### src/rtl/mips_sim_pkg.sv
// Shared definitions for the mips simulation run controller.
// Holds the run-controller state encoding and the default sequencing
// constants used when the controller is instantiated without overrides.
package mips_sim_pkg;

  typedef enum logic [2:0] {
    ST_IDLE,
    ST_RESET,
    ST_RUN,
    ST_DONE,
    ST_TOUT
  } run_state_e;

  // 10 cycles of core reset is 100 ns at a 10 ns clock.
  localparam int DEF_RST_CYCLES     = 10;
  localparam int DEF_TIMEOUT_CYCLES = 10000;
  localparam int DEF_HALT_REPEAT    = 3;

endpackage

### src/rtl/mips_halt_detect.sv
// Halt detector for the run controller.
// Watches committed pcs and raises a combinational halt flag when the
// committing pc equals the end address, or when the same pc has committed
// HALT_REPEAT times in a row (a branch-to-self loop). HALT_REPEAT = 0
// turns loop detection off.
// Ports:
//   clk, reset   - clock and asynchronous active-low reset
//   clear        - wipes the pc history at the start of a new run
//   run          - controller is in RUN; history and halt only act then
//   pc, pc_valid - pc of the instruction committing this cycle
//   end_pc       - halt address
//   halt         - combinational halt indication for this cycle
module mips_halt_detect
  import mips_sim_pkg::*;
#(
  parameter int PC_W        = 32,
  parameter int HALT_REPEAT = DEF_HALT_REPEAT
) (
  input  logic            clk,
  input  logic            reset,
  input  logic            clear,
  input  logic            run,
  input  logic [PC_W-1:0] pc,
  input  logic            pc_valid,
  input  logic [PC_W-1:0] end_pc,
  output logic            halt
);

  localparam int REP_MAX = (HALT_REPEAT > 0) ? HALT_REPEAT : 1;
  localparam int REP_W   = $clog2(REP_MAX + 1);
  localparam logic [REP_W-1:0] REP_TOP = REP_W'(REP_MAX);

  logic [PC_W-1:0]  last_pc_q, last_pc_d;
  logic [REP_W-1:0] rep_q, rep_d, rep_now;
  logic             same_pc;
  logic             loop_hit;

  // rep_q == 0 means "no commit seen yet this run", so the very first
  // commit counts as 1 even if its pc happens to equal the cleared last_pc.
  always_comb begin
    same_pc = (rep_q != '0) && (pc == last_pc_q);
    if (!same_pc) begin
      rep_now = REP_W'(1);
    end else if (rep_q == REP_TOP) begin
      rep_now = REP_TOP;
    end else begin
      rep_now = rep_q + REP_W'(1);
    end
    loop_hit = (HALT_REPEAT > 0) && (rep_now == REP_TOP);
    halt     = run && pc_valid && ((pc == end_pc) || loop_hit);

    last_pc_d = last_pc_q;
    rep_d     = rep_q;
    if (clear) begin
      last_pc_d = '0;
      rep_d     = '0;
    end else if (run && pc_valid) begin
      last_pc_d = pc;
      rep_d     = rep_now;
    end
  end

  always_ff @(posedge clk or negedge reset) begin
    if (!reset) begin
      last_pc_q <= '0;
      rep_q     <= '0;
    end else begin
      last_pc_q <= last_pc_d;
      rep_q     <= rep_d;
    end
  end

endmodule

### src/rtl/mips_run_ctrl.sv
// Run controller wrapping one mips core.
// On start it holds the core in reset for RST_CYCLES cycles, lets it run,
// and stops it on halt (end address or branch-to-self loop) or after
// TIMEOUT_CYCLES run cycles. All outputs are registered.
// Ports:
//   clk, reset          - clock and asynchronous active-low reset
//   start               - one-cycle pulse, accepted in IDLE, DONE or TOUT
//   pc, pc_valid        - committing pc from the core
//   end_pc              - halt address
//   core_reset, core_en - synchronous reset and clock enable for the core
//   cycle_cnt           - RUN cycles elapsed
//   instr_cnt           - instructions committed
//   busy, done, timeout - run status
module mips_run_ctrl
  import mips_sim_pkg::*;
#(
  parameter int RST_CYCLES     = DEF_RST_CYCLES,
  parameter int TIMEOUT_CYCLES = DEF_TIMEOUT_CYCLES,
  parameter int PC_W           = 32,
  parameter int CNT_W          = 32,
  parameter int HALT_REPEAT    = DEF_HALT_REPEAT
) (
  input  logic             clk,
  input  logic             reset,
  input  logic             start,
  input  logic [PC_W-1:0]  pc,
  input  logic             pc_valid,
  input  logic [PC_W-1:0]  end_pc,
  output logic             core_reset,
  output logic             core_en,
  output logic [CNT_W-1:0] cycle_cnt,
  output logic [CNT_W-1:0] instr_cnt,
  output logic             busy,
  output logic             done,
  output logic             timeout
);

  localparam int RC_W = (RST_CYCLES > 1) ? $clog2(RST_CYCLES) : 1;
  localparam logic [RC_W-1:0]  RC_LAST = RC_W'(RST_CYCLES - 1);
  localparam logic [CNT_W-1:0] TO_LAST = CNT_W'(TIMEOUT_CYCLES - 1);
  localparam logic [CNT_W-1:0] CNT_MAX = '1;

  run_state_e       state_q, state_d;
  logic [RC_W-1:0]  rst_cnt_q, rst_cnt_d;
  logic [CNT_W-1:0] cycle_cnt_q, cycle_cnt_d;
  logic [CNT_W-1:0] instr_cnt_q, instr_cnt_d;
  logic             core_reset_q, core_reset_d;
  logic             core_en_q, core_en_d;
  logic             busy_q, busy_d;
  logic             done_q, done_d;
  logic             timeout_q, timeout_d;
  logic             start_ok;
  logic             in_run;
  logic             halt;

  assign start_ok = start && ((state_q == ST_IDLE) || (state_q == ST_DONE) ||
                              (state_q == ST_TOUT));
  assign in_run   = (state_q == ST_RUN);

  mips_halt_detect #(
    .PC_W        (PC_W),
    .HALT_REPEAT (HALT_REPEAT)
  ) u_halt (
    .clk      (clk),
    .reset    (reset),
    .clear    (start_ok),
    .run      (in_run),
    .pc       (pc),
    .pc_valid (pc_valid),
    .end_pc   (end_pc),
    .halt     (halt)
  );

  // cycle_cnt only advances on edges that stay in RUN, so a run that ends
  // (by halt or timeout) leaves it at the index of its final RUN cycle.
  // Halt is checked before timeout so a halt on the last cycle wins.
  // Outputs are decoded from the next state so they stay registered.
  always_comb begin
    state_d     = state_q;
    rst_cnt_d   = rst_cnt_q;
    cycle_cnt_d = cycle_cnt_q;
    instr_cnt_d = instr_cnt_q;
    case (state_q)
      ST_IDLE, ST_DONE, ST_TOUT: begin
        if (start_ok) begin
          state_d     = ST_RESET;
          rst_cnt_d   = '0;
          cycle_cnt_d = '0;
          instr_cnt_d = '0;
        end
      end
      ST_RESET: begin
        if (rst_cnt_q == RC_LAST) begin
          state_d = ST_RUN;
        end else begin
          rst_cnt_d = rst_cnt_q + RC_W'(1);
        end
      end
      ST_RUN: begin
        if (pc_valid && (instr_cnt_q != CNT_MAX)) begin
          instr_cnt_d = instr_cnt_q + CNT_W'(1);
        end
        if (halt) begin
          state_d = ST_DONE;
        end else if (cycle_cnt_q == TO_LAST) begin
          state_d = ST_TOUT;
        end else if (cycle_cnt_q != CNT_MAX) begin
          cycle_cnt_d = cycle_cnt_q + CNT_W'(1);
        end
      end
      default: state_d = ST_IDLE;
    endcase

    core_reset_d = (state_d == ST_IDLE) || (state_d == ST_RESET);
    core_en_d    = (state_d == ST_RESET) || (state_d == ST_RUN);
    busy_d       = (state_d == ST_RESET) || (state_d == ST_RUN);
    done_d       = (state_d == ST_DONE);
    timeout_d    = (state_d == ST_TOUT);
  end

  always_ff @(posedge clk or negedge reset) begin
    if (!reset) begin
      state_q      <= ST_IDLE;
      rst_cnt_q    <= '0;
      cycle_cnt_q  <= '0;
      instr_cnt_q  <= '0;
      core_reset_q <= 1'b1;
      core_en_q    <= 1'b0;
      busy_q       <= 1'b0;
      done_q       <= 1'b0;
      timeout_q    <= 1'b0;
    end else begin
      state_q      <= state_d;
      rst_cnt_q    <= rst_cnt_d;
      cycle_cnt_q  <= cycle_cnt_d;
      instr_cnt_q  <= instr_cnt_d;
      core_reset_q <= core_reset_d;
      core_en_q    <= core_en_d;
      busy_q       <= busy_d;
      done_q       <= done_d;
      timeout_q    <= timeout_d;
    end
  end

  assign core_reset = core_reset_q;
  assign core_en    = core_en_q;
  assign cycle_cnt  = cycle_cnt_q;
  assign instr_cnt  = instr_cnt_q;
  assign busy       = busy_q;
  assign done       = done_q;
  assign timeout    = timeout_q;

endmodule

### config.mk
export PLATFORM = sky130hd
export DESIGN_NAME = mips_run_ctrl
export DESIGN_NICKNAME = d
export VERILOG_FILES = /design/src/rtl/mips_sim_pkg.sv /design/src/rtl/mips_halt_detect.sv /design/src/rtl/mips_run_ctrl.sv
export SDC_FILE = /design/constraint.sdc
export NUM_CORES = 1
export LEC_CHECK = 0
export ABC_AREA = 1
export CORE_ASPECT_RATIO = 0.7
export CORE_MARGIN = 2
export CORE_UTILIZATION = 53
export DETAILED_ROUTE_END_ITERATION = 8
export GPL_TIMING_DRIVEN = 0
export PLACE_DENSITY = 0.84
export SETUP_SLACK_MARGIN = 0.4
export SLEW_MARGIN = 40
export SYNTH_ARGS = -nofsm -noshare
export SYNTH_HDL_FRONTEND = slang
export SYNTH_SLANG_ARGS = --single-unit
export TNS_END_PERCENT = 10
### constraint.sdc
create_clock -name clk -period 2.4 [get_ports clk]
set_clock_uncertainty 0.15 [all_clocks]
set_input_delay 0.48 -clock clk [delete_from_list [all_inputs] [get_ports clk]]
set_output_delay 0.48 -clock clk [all_outputs]
set_load 0.005 [all_outputs]
==> results.py, run 1 <==
metrics = {
    "run_status": {
        "status": "complete, no violations",
    },
    "drt": {
        "drc": 0,
        "wl_per_cell_um": 17.6,
        "routed_via_density": 5.78,
        "top_layer_used": "met4",
        "ant_nets": 0,
        "routed_wl_um": 25300,
        "drtIter0Drc": 1034,
        "first_pass_iters": 6,
        "vias": 8334,
        "m1WireLength_um": 10300,
        "wl_met3_um": 3000,
        "wl_met2_um": 11100,
    },
    "yosys": {
        "syn_avg_cell_area_sq_um": 6.99,
        "synth_common_cells": "nand2_1, nor2_1, inv_1, dfrtp_1, nand4_1",
        "async_flop_share_pct": 100,
        "synth.most_common_cell": "nand2_1",
        "synth_top_area_share_pct": 37.2,
        "synth_edf_count": 0,
        "ys_types": 34,
        "synth_top_cell_by_area": "dfrtp_1",
        "synthTopCellsByArea": "dfrtp_1, nand2_1, nor2_1",
        "ys_seq_area_share_pct": 37.6,
        "synth_area_sq_um": 7260,
        "syn_nets": 1111,
        "yosys_register_bits": 109,
        "synth_warnings": 0,
        "syn_inst": 1039,
        "ys.flop_type": "dfrtp_1",
    },
    "worst_setup_path": {
        "crit_path_cell_trace": "inv_1, nor3_1, nand2_1, nor2_1, nand2_1, or2_0, a21oi_1, nand4_1, nand2_1",
        "cpMaxStageDelayCell": "dfrtp_1",
        "path_buf_inv": 1,
        "critPathTopFamily": "simple AND/OR/NAND/NOR gates",
        "cp_max_fo": 5,
        "cp-start-kind": "register",
        "path_class": "reg -> reg",
        "max_stage_delay_ps": 430,
        "critPathRequiredTime_ps": 2550,
        "cp_data_arrival_time_ps": 2390,
        "reg2reg_slack_ps": 150,
        "endpoint_kind": "register",
        "crit_top_cell": "nand2_1",
    },
    "cts": {
        "numCtsBuffers": 9,
        "clock-sinks": 109,
        "cts_max_level": 3,
        "insertion_delay_ps": 350,
        "clockBufferDepth": 2,
        "cts_tree": "done",
        "clk_pin_slew_ps": 80,
        "cts_root_buf": "clkbuf_16",
    },
    "global_routing": {
        "grt_pass1_vias": 7548,
        "grt_overflow": 0,
        "track_usage_pct": 32.9,
        "grt_pass1_wl_um": 37700,
        "grt_max_degree": 66,
        "antenna_found_initial": 1,
    },
    "sta": {
        "finalCriticalPeriod_ps": 2250,
        "clock.fmax_ghz": 0.445,
        "slew_viol_final": 0,
        "timing_hold_violations_final": 0,
        "max_slew_margin_pct": 64.2,
        "worst_pin_slew_ps": 536,
        "setup_viol": 0,
        "rsz0062_at_grt": "true",
        "timing.setup.tns_ps": 0,
        "min_period_over_period_pct": 93.6,
    },
    "run": {
        "maxCapViolCount": 0,
    },
    "power_and_ir_drop": {
        "p_leak_uw": 0.00437,
        "power_density_nw_per_um2": 693,
        "vdd.ir_drop.worst_mv": 0.451,
        "total_power_uw": 7030,
    },
    "floorplan": {
        "coreArea_sq_um": 13300,
        "die_area_sq_um": 14700,
        "die_x_um": 144,
        "fp.dieH_um": 102,
        "num_io_pins": 137,
        "initial_core_util_pct": 54.7,
        "fp-row-count": 35,
    },
    "final_layout": {
        "final_cells": 1443,
        "nets": 1324,
        "area_delta_synth_final_pct": 39.8,
        "drive_above_1_share_pct": 18.0,
        "postLayoutCoreUtil_pct": 76.5,
    },
    "placed_design": {
        "place_hpwl_um": 16500,
        "place_inst": 1361,
        "numPortBuffers": 136,
        "gp_congestion": 1.11,
    },
    "worst_hold_path": {
        "min_path_type": "in -> reg",
    },
}
[tightest hold or removal path, cell delays in order]
cell and delay, ps:
clkbuf_2 110, inv_1 70, o22ai_1 90
[per-layer routing]
metal / vias to the layer above / GRT usage (%)
met4: 0 / 10.8
met3: 97 / 10.0
met5: - / 0
li1: 3754 / -
met2: 593 / 50.1
met1: 3890 / 45.2
[cell usage in the layout, fill, tap and decap left out, types with 7 or more instances in the layout]
cell type	instances
a21oi_1	8
o21ai_0	24
buf_6	16
nand4_1	51
dfrtp_1	94
nand2_2	23
dfrtp_2	14
nor4_1	10
o21ai_1	15
clkbuf_2	10
nand2_4	7
xnor2_1	44
xor2_1	44
clkdlybuf4s15_1	8
nor3_2	7
buf_4	56
clkdlybuf4s50_1	79
dlygate4sd2_1	44
nor2_1	128
inv_2	16
nand3_1	20
inv_1	109
o22ai_1	26
nor3_1	28
nand2_1	285
clkbuf_16	12
nor2_2	10
[registers in the layout, indices dropped and copies added (netlist names), 2 cells and up]
name	flops
u_halt.last_pc_q	32
instr_cnt	32
u_halt.rep_q	2
cycle_cnt	32
state_q	3
rst_cnt_q	4
[power by group]
part           total (uW)  internal, uW  switching, uW
clock                1490           811            682
sequential           2280          2100            179
combinational        3260          1400           1860
total                7030          4310           2720
[timing repair]
item / CTS / global route
pin swaps: 67 / 35
endpoints found under the setup margin: 121 / 145
hold buffers: 1 / 0
hold endpoints to repair: 43 / 0
gates cloned: 6 / 3
buffers inserted: 37 / 18
resized for setup: 152 / 81
[metrics by stage]
| stage | setup WS [ps] | area (sq um) | hold WS, ps |
|---|---|---|---|
| 2_1_floorplan | 406 | 7260 | 34.4 |
| 3_3_place_gp | -3500 | 8850 | 317 |
| 3_5_place_dp | -377 | 8880 | 250 |
| 4_1_cts | 291 | 9770 | 347 |
| 5_1_grt | 70.8 | 10100 | 314 |
| 6_report | 154 | 10100 | 293 |
[final timing paths]
path                                      startpoint                         endpoint  depth (start not counted)
setup reg to reg           cycle_cnt[13]$_DFFE_PN0P_        cycle_cnt[30]$_DFFE_PN0P_                          9
hold / removal                                 pc[3]  u_halt.last_pc_q[3]$_DFFE_PN0P_                          3
max in group asynchronous                      reset        instr_cnt[16]$_DFFE_PN0P_                          3
min in group asynchronous                      reset  u_halt.last_pc_q[7]$_DFFE_PN0P_                          2
setup / recovery           cycle_cnt[13]$_DFFE_PN0P_        cycle_cnt[30]$_DFFE_PN0P_                          9
hold reg to reg             rst_cnt_q[3]$_DFFE_PN0P_         rst_cnt_q[3]$_DFFE_PN0P_                          1
[cell type report]
type                    count  area, sq um
multi-input cells         772         4240
repair buffers            201         1860
plain buffers              32          304
well taps                 185          231
clock buffers              12          236
inverters                 127          482
diodes                      1         2.50
flip-flops and latches    109         2750
clock inverters             4         48.8
fillers                   943         3120
[cells by family (layout without fill, tap and decap cells)]
| family | after synthesis | in the layout | share of synthesized area, % |
|---|---|---|---|
| other cells | 0 | 1 | 0 |
| xor+xnor | 91 | 91 | 11.0 |
| fa+ha+maj | 4 | 4 | 0.690 |
| buf+inv | 159 | 376 | 9.17 |
| compound gates | 83 | 84 | 6.60 |
| simple gates | 593 | 593 | 35.0 |
| flops | 109 | 109 | 37.6 |
Power figures use the tool's default switching activity.
==> run 2, diff against run 1 <==
--- a/config.mk
+++ b/config.mk
@@ -9,8 +9,8 @@
 export CORE_ASPECT_RATIO = 0.7
 export CORE_MARGIN = 2
 export CORE_UTILIZATION = 53
+export CTS_CLUSTER_SIZE = 25
 export DETAILED_ROUTE_END_ITERATION = 8
-export GPL_TIMING_DRIVEN = 0
 export PLACE_DENSITY = 0.84
 export SETUP_SLACK_MARGIN = 0.4
 export SLEW_MARGIN = 40
==> run 2 against run 1 <==
  * Die area unchanged
  * Non-clock buffer count is 21 higher
  * Global-route usage increased by 0.051 points
  * Critical endpoint is now instr_cnt[10]$_DFFE_PN0P_
  * Largest cell class unchanged
==> results.py, run 2 (synthesis results as in run 1) <==
metrics = {
    "run_status": {
        "status": "complete, no violations",
    },
    "worst_setup_path": {
        "critPathRequiredTime_ps": 2500,
        "r2r_cells": 11,
        "cp_max_fo": 7,
        "r2r_end": "instr_cnt[10]$_DFFE_PN0P_",
        "reg2reg_slack_ps": 60,
        "path_class": "reg -> reg",
        "endpoint_kind": "register",
        "cp_data_arrival_time_ps": 2440,
        "cp-start-kind": "register",
        "r2r-start": "instr_cnt[12]$_DFFE_PN0P_",
    },
    "cts": {
        "insertion_delay_ps": 360,
        "clockBufferDepth": 2,
        "cts_tree": "done",
        "cts_max_level": 3,
        "clk_pin_slew_ps": 80,
        "clock-sinks": 109,
        "numCtsBuffers": 9,
        "cts_root_buf": "clkbuf_16",
    },
    "floorplan": {
        "initial_core_util_pct": 54.7,
        "die_x_um": 144,
        "fp-row-count": 35,
        "num_io_pins": 137,
        "fp.dieH_um": 102,
        "coreArea_sq_um": 13300,
        "die_area_sq_um": 14700,
    },
    "power_and_ir_drop": {
        "power_density_nw_per_um2": 725,
        "p_leak_uw": 0.00456,
        "vdd.ir_drop.worst_mv": 0.512,
    },
    "worst_hold_path": {
        "hold_path_depth": 3,
        "min_path_type": "in -> reg",
        "hold_end": "u_halt.last_pc_q[25]$_DFFE_PN0P_",
        "hold_start": "pc[25]",
    },
    "sta": {
        "max_slew_margin_pct": 65.3,
        "finalCriticalPeriod_ps": 2340,
        "min_period_over_period_pct": 97.7,
        "clock.fmax_ghz": 0.426,
        "rsz0062_at_grt": "true",
        "setup_viol": 0,
        "timing_hold_violations_final": 0,
        "finalWorstSetupSlack_ps": 55.2,
        "slew_viol_final": 0,
        "worst_pin_slew_ps": 515,
    },
    "placed_design": {
        "dpl_worst_slack_ps": -162,
        "gp_congestion": 0.983,
        "place_hpwl_um": 16100,
        "numPortBuffers": 136,
        "place_inst": 1388,
    },
    "drt": {
        "first_pass_iters": 6,
        "vias": 8286,
        "wl_per_cell_um": 17.8,
        "routed_via_density": 5.66,
        "routed_wl_um": 26100,
        "drc": 0,
        "drtIter0Drc": 832,
        "ant_nets": 0,
    },
    "global_routing": {
        "grtUsageMet2_pct": 51.5,
        "met3_usage_pct": 8.90,
        "track_usage_pct": 32.9,
        "grt_pass1_vias": 7689,
        "gr-usage-met1_pct": 45.2,
        "grt_overflow": 0,
        "grt.busiest_layer": "met2",
        "antenna_found_initial": 0,
        "grt_max_degree": 58,
        "grt_pass1_wl_um": 37900,
    },
    "final_layout": {
        "drive_above_1_share_pct": 19.3,
        "layout_common_cells": "nand2_1, nor2_1, inv_1",
        "nets": 1344,
        "area_delta_synth_final_pct": 44.5,
        "final_cells": 1463,
        "layout_commonest_cell": "nand2_1",
    },
    "run": {
        "maxCapViolCount": 0,
    },
}
==> run 2: cell count changes in the layout (fill, tap and decap cells not counted), moves of 6 or more <==
cell / change
nand2_1: +6
o21ai_0: -11
buf_6: -7
buf_12: +13
dfrtp_1: +6
nand2_2: -6
buf_4: +28
o21ai_1: +9
dfrtp_2: -6
==> run 2: metal layers <==
metal	vias to the layer above	part of all wire (%)
li1	3806	-
met1	3831	41
met2	561	44
met3	88	12
met4	0	3.0
met5	-	0
==> run 2: repair_timing <==
action | 4_1_cts | 5_1_grt
endpoints found under the setup margin | 91 | 140
hold buffers | 1 | 0
pin swaps | 60 | 41
gates resized for setup | 108 | 98
endpoints found under the hold margin | 27 | 0
gates cloned | 5 | 9
buffers inserted | 31 | 12
==> run 2: per-stage QoR <==
| step | TNS, ps | hold WS [ps] | utilization [%] | cell area [sq um] | total power, uW |
|---|---|---|---|---|---|
| finish | 0 | 272 | 79.0 | 10500 | 7600 |
| global route | 0 | 312 | 79.0 | 10500 | 7860 |
| CTS | 0 | 346 | 75.4 | 10000 | 6520 |
| detailed placement | -5040 | 310 | 69.4 | 9210 | 4530 |
| global placement | -3480 | 299 | 69.4 | 9210 | 4450 |
| floorplan | 0 | 34.4 | - | 7260 | 3750 |
==> run 2: how the worst max path moves through the flow <==
stage	from	endpoint	depth (start not counted)
floorplan	cycle_cnt[0]$_DFFE_PN0P_	cycle_cnt[10]$_DFFE_PN0P_	11
global placement	pc[22]	cycle_cnt[8]$_DFFE_PN0P_	16
detailed placement	pc[7]	busy$_DFF_PN0_	16
CTS	instr_cnt[0]$_DFFE_PN0P_	instr_cnt[4]$_DFFE_PN0P_	10
global route	instr_cnt[12]$_DFFE_PN0P_	instr_cnt[10]$_DFFE_PN0P_	11
finish	instr_cnt[12]$_DFFE_PN0P_	instr_cnt[10]$_DFFE_PN0P_	11
==> run 2: layout make-up <==
type,instances,area [sq um]
Antenna cell,1,2.50
Clock buffer,10,229
Timing Repair Buffer,254,2570
Sequential cell,109,2740
Fill cell,909,2780
Clock inverter,6,71.3
Inverter,127,487
Multi-Input combinational cell,771,4160
Tap cell,185,231
==> run 2: power breakdown <==
| group | leakage (uW) | total (uW) | switching (uW) | internal [uW] |
|---|---|---|---|---|
| Sequential | 0.00149 | 2270 | 176 | 2100 |
| Clock | 0.000145 | 1570 | 746 | 823 |
| Combinational | 0.00292 | 3760 | 1950 | 1810 |
==> run 2: worst max-delay path, stage by stage, from the launching register on <==
cell	delay (ps)
dfrtp_1	470
nand2_1	120
nor3_1	350
nand2_1	200
nor2_4	130
nand4_1	150
nand2_2	130
a21oi_4	80
buf_12	160
clkbuf_16	150
nand2_1	70
o21ai_1	70
==> run 3, diff against run 2 <==
--- a/config.mk
+++ b/config.mk
@@ -6,7 +6,6 @@
 export NUM_CORES = 1
 export LEC_CHECK = 0
 export ABC_AREA = 1
-export CORE_ASPECT_RATIO = 0.7
 export CORE_MARGIN = 2
 export CORE_UTILIZATION = 53
 export CTS_CLUSTER_SIZE = 25
==> run 3 against run 2 <==
  * First-iteration DRC count decreased by 3.4%
  * Core utilization is 4.5 points lower
  * Sequential share of layout area increased by 1.5 points
  * Fmax increased by 6.9%
  * Clock power shrank 6%
  * Non-clock buffer count decreased by 45
  * Hold slack better by 35 ps
  * Critical path type is now reg -> out
  * Critical endpoint is now cycle_cnt[19]
  * Largest cell class unchanged
  * Largest power group unchanged
==> results.py, run 3 (synthesis results as in run 1) <==
metrics = {
    "worst_setup_path": {
        "endpoint_kind": "output port",
        "crit_path_cell_trace": "clkdlybuf4s50_1",
        "critPathTopFamily": "flip-flops",
        "cpMaxStageDelayCell": "dfrtp_1",
        "cp_data_arrival_time_ps": 1560,
        "max_stage_delay_ps": 610,
        "cp-start-kind": "register",
        "cp_max_fo": 7,
        "r2r_cells": 11,
        "r2r-start": "cycle_cnt[9]$_DFFE_PN0P_",
        "reg2reg_slack_ps": 230,
        "r2r_end": "cycle_cnt[28]$_DFFE_PN0P_",
        "path_class": "reg -> out",
        "critPathRequiredTime_ps": 1770,
        "path_buf_inv": 1,
    },
    "cts": {
        "clk_pin_slew_ps": 80,
        "cts_root_buf": "clkbuf_16",
        "insertion_delay_ps": 360,
        "clockBufferDepth": 2,
        "cts_tree": "done",
        "clock-sinks": 109,
        "numCtsBuffers": 9,
        "cts_max_level": 3,
    },
    "global_routing": {
        "track_usage_pct": 28.5,
        "grt_pass1_vias": 6842,
        "grt_overflow": 0,
        "grt_pass1_wl_um": 33100,
        "antenna_found_initial": 0,
        "grt_max_degree": 46,
    },
    "placed_design": {
        "numPortBuffers": 136,
        "gp_congestion": 0.998,
        "placed_cell_area_sq_um": 9100,
        "place_hpwl_um": 15600,
    },
    "floorplan": {
        "fp-row-count": 42,
        "num_io_pins": 137,
        "initial_core_util_pct": 54.6,
        "fp.dieH_um": 121,
        "die_area_sq_um": 14600,
        "coreArea_sq_um": 13300,
        "die_x_um": 121,
    },
    "worst_hold_path": {
        "hold_start": "pc[5]",
        "min_path_type": "in -> reg",
        "hold_end": "u_halt.last_pc_q[5]$_DFFE_PN0P_",
        "hold_path_depth": 3,
    },
    "sta": {
        "setup_viol": 0,
        "rsz0062_at_grt": "true",
        "max_slew_margin_pct": 71.1,
        "worst_pin_slew_ps": 433,
        "finalCriticalPeriod_ps": 2190,
        "slew_viol_final": 0,
        "timing_hold_violations_final": 0,
        "clock.fmax_ghz": 0.456,
        "min_period_over_period_pct": 91.4,
    },
    "power_and_ir_drop": {
        "switching_power_uw": 2440,
        "power_density_nw_per_um2": 644,
        "vdd.ir_drop.worst_mv": 0.335,
        "netSwitchingFraction_pct": 38.3,
        "p_int_uw": 3940,
        "power_frac_clock_pct": 23.1,
        "power_frac_seq_pct": 35.4,
        "p_leak_uw": 0.00442,
        "power_frac_comb_pct": 41.4,
    },
    "drt": {
        "drtIter0Drc": 804,
        "vias": 7589,
        "drc": 0,
        "ant_nets": 0,
        "first_pass_iters": 7,
        "routed_via_density": 5.39,
        "wl_per_cell_um": 15.6,
        "routed_wl_um": 21900,
    },
    "run": {
        "maxCapViolCount": 0,
    },
    "final_layout": {
        "layout_common_cells": "nand2_1, nor2_1, inv_1",
        "layout_commonest_cell": "nand2_1",
        "drive_above_1_share_pct": 13.1,
        "n_antenna_cell": 0,
        "postLayoutCoreUtil_pct": 74.5,
        "area_delta_synth_final_pct": 36.5,
        "nets": 1299,
        "fin_area_sq_um": 9910,
    },
    "run_status": {
        "status": "complete, no violations",
    },
}
run 3: changes by cell type in the layout (fill, tap and decap cells not counted), sizes merged:
cell | previous run | this run
bufinv | 1 | 0
clkdlybuf4s15 | 8 | 0
clkbuf | 23 | 12
clkdlybuf4s50 | 76 | 99
buf | 112 | 70
dlygate4sd2 | 44 | 4
clkinv | 2 | 4
dlymetal6s2s | 0 | 32
diode | 1 | 0
run 3: power by group through the flow:
| stage | Clock, uW | Sequential [uW] | Combinational [uW] |
|---|---|---|---|
| 5_1_grt | 1590 | 2290 | 2860 |
| 3_3_place_gp | 0 | 2270 | 2130 |
| 2_1_floorplan | 0 | 2260 | 1480 |
| 6_report | 1480 | 2260 | 2640 |
| 4_1_cts | 1500 | 2250 | 2190 |
| 3_5_place_dp | 0 | 2290 | 2170 |
run 3: layer usage:
layer / part of all wire (%) / track usage (%)
met2: 47 / 45.6
met5: 0 / 0
met3: 9.0 / 5.03
met1: 42 / 39.4
met4: 1.9 / 8.65
run 3: stage by stage:
stage / setup TNS, ps / cells / worst slack [ps] / hold slack, ps / total power [uW]
after global routing: 0 / 1408 / 152 / 327 / 6740
after global placement: -4120 / 1369 / -128 / 276 / 4400
after detailed placement: -5600 / 1369 / -173 / 284 / 4460
final: 0 / 1408 / 207 / 308 / 6380
after CTS: 0 / 1388 / 278 / 342 / 5940
after floorplan: 0 / 1039 / 406 / 34.4 / 3750
run 3: worst max path at each step:
stage                     slack, ps                 startpoint  depth (start not counted)                   endpoint
final                           210  cycle_cnt[19]$_DFFE_PN0P_                          1              cycle_cnt[19]
after global routing            150   instr_cnt[1]$_DFFE_PN0P_                         11   instr_cnt[1]$_DFFE_PN0P_
after CTS                       280                     pc[11]                         14  cycle_cnt[19]$_DFFE_PN0P_
after detailed placement       -170                     pc[12]                         15  cycle_cnt[10]$_DFFE_PN0P_
after global placement         -130                     pc[12]                         15   cycle_cnt[6]$_DFFE_PN0P_
after floorplan                 410   cycle_cnt[0]$_DFFE_PN0P_                         11  cycle_cnt[10]$_DFFE_PN0P_
run 3: layout make-up:
class	count	area, sq um
well taps	176	220
inverters	127	479
flip-flops and latches	109	2730
clock buffers	9	225
fillers	1057	3390
clock inverters	7	57.6
repair buffers	209	2140
multi-input cells	771	4050
run 3: timing repair:
item,4_1_cts,5_1_grt
hold buffers,1,0
gates resized for setup,20,81
pin swaps,3,35
endpoints found under the hold margin,25,0
gates cloned,0,3
setup buffers,2,17
endpoints found under the setup margin,94,119
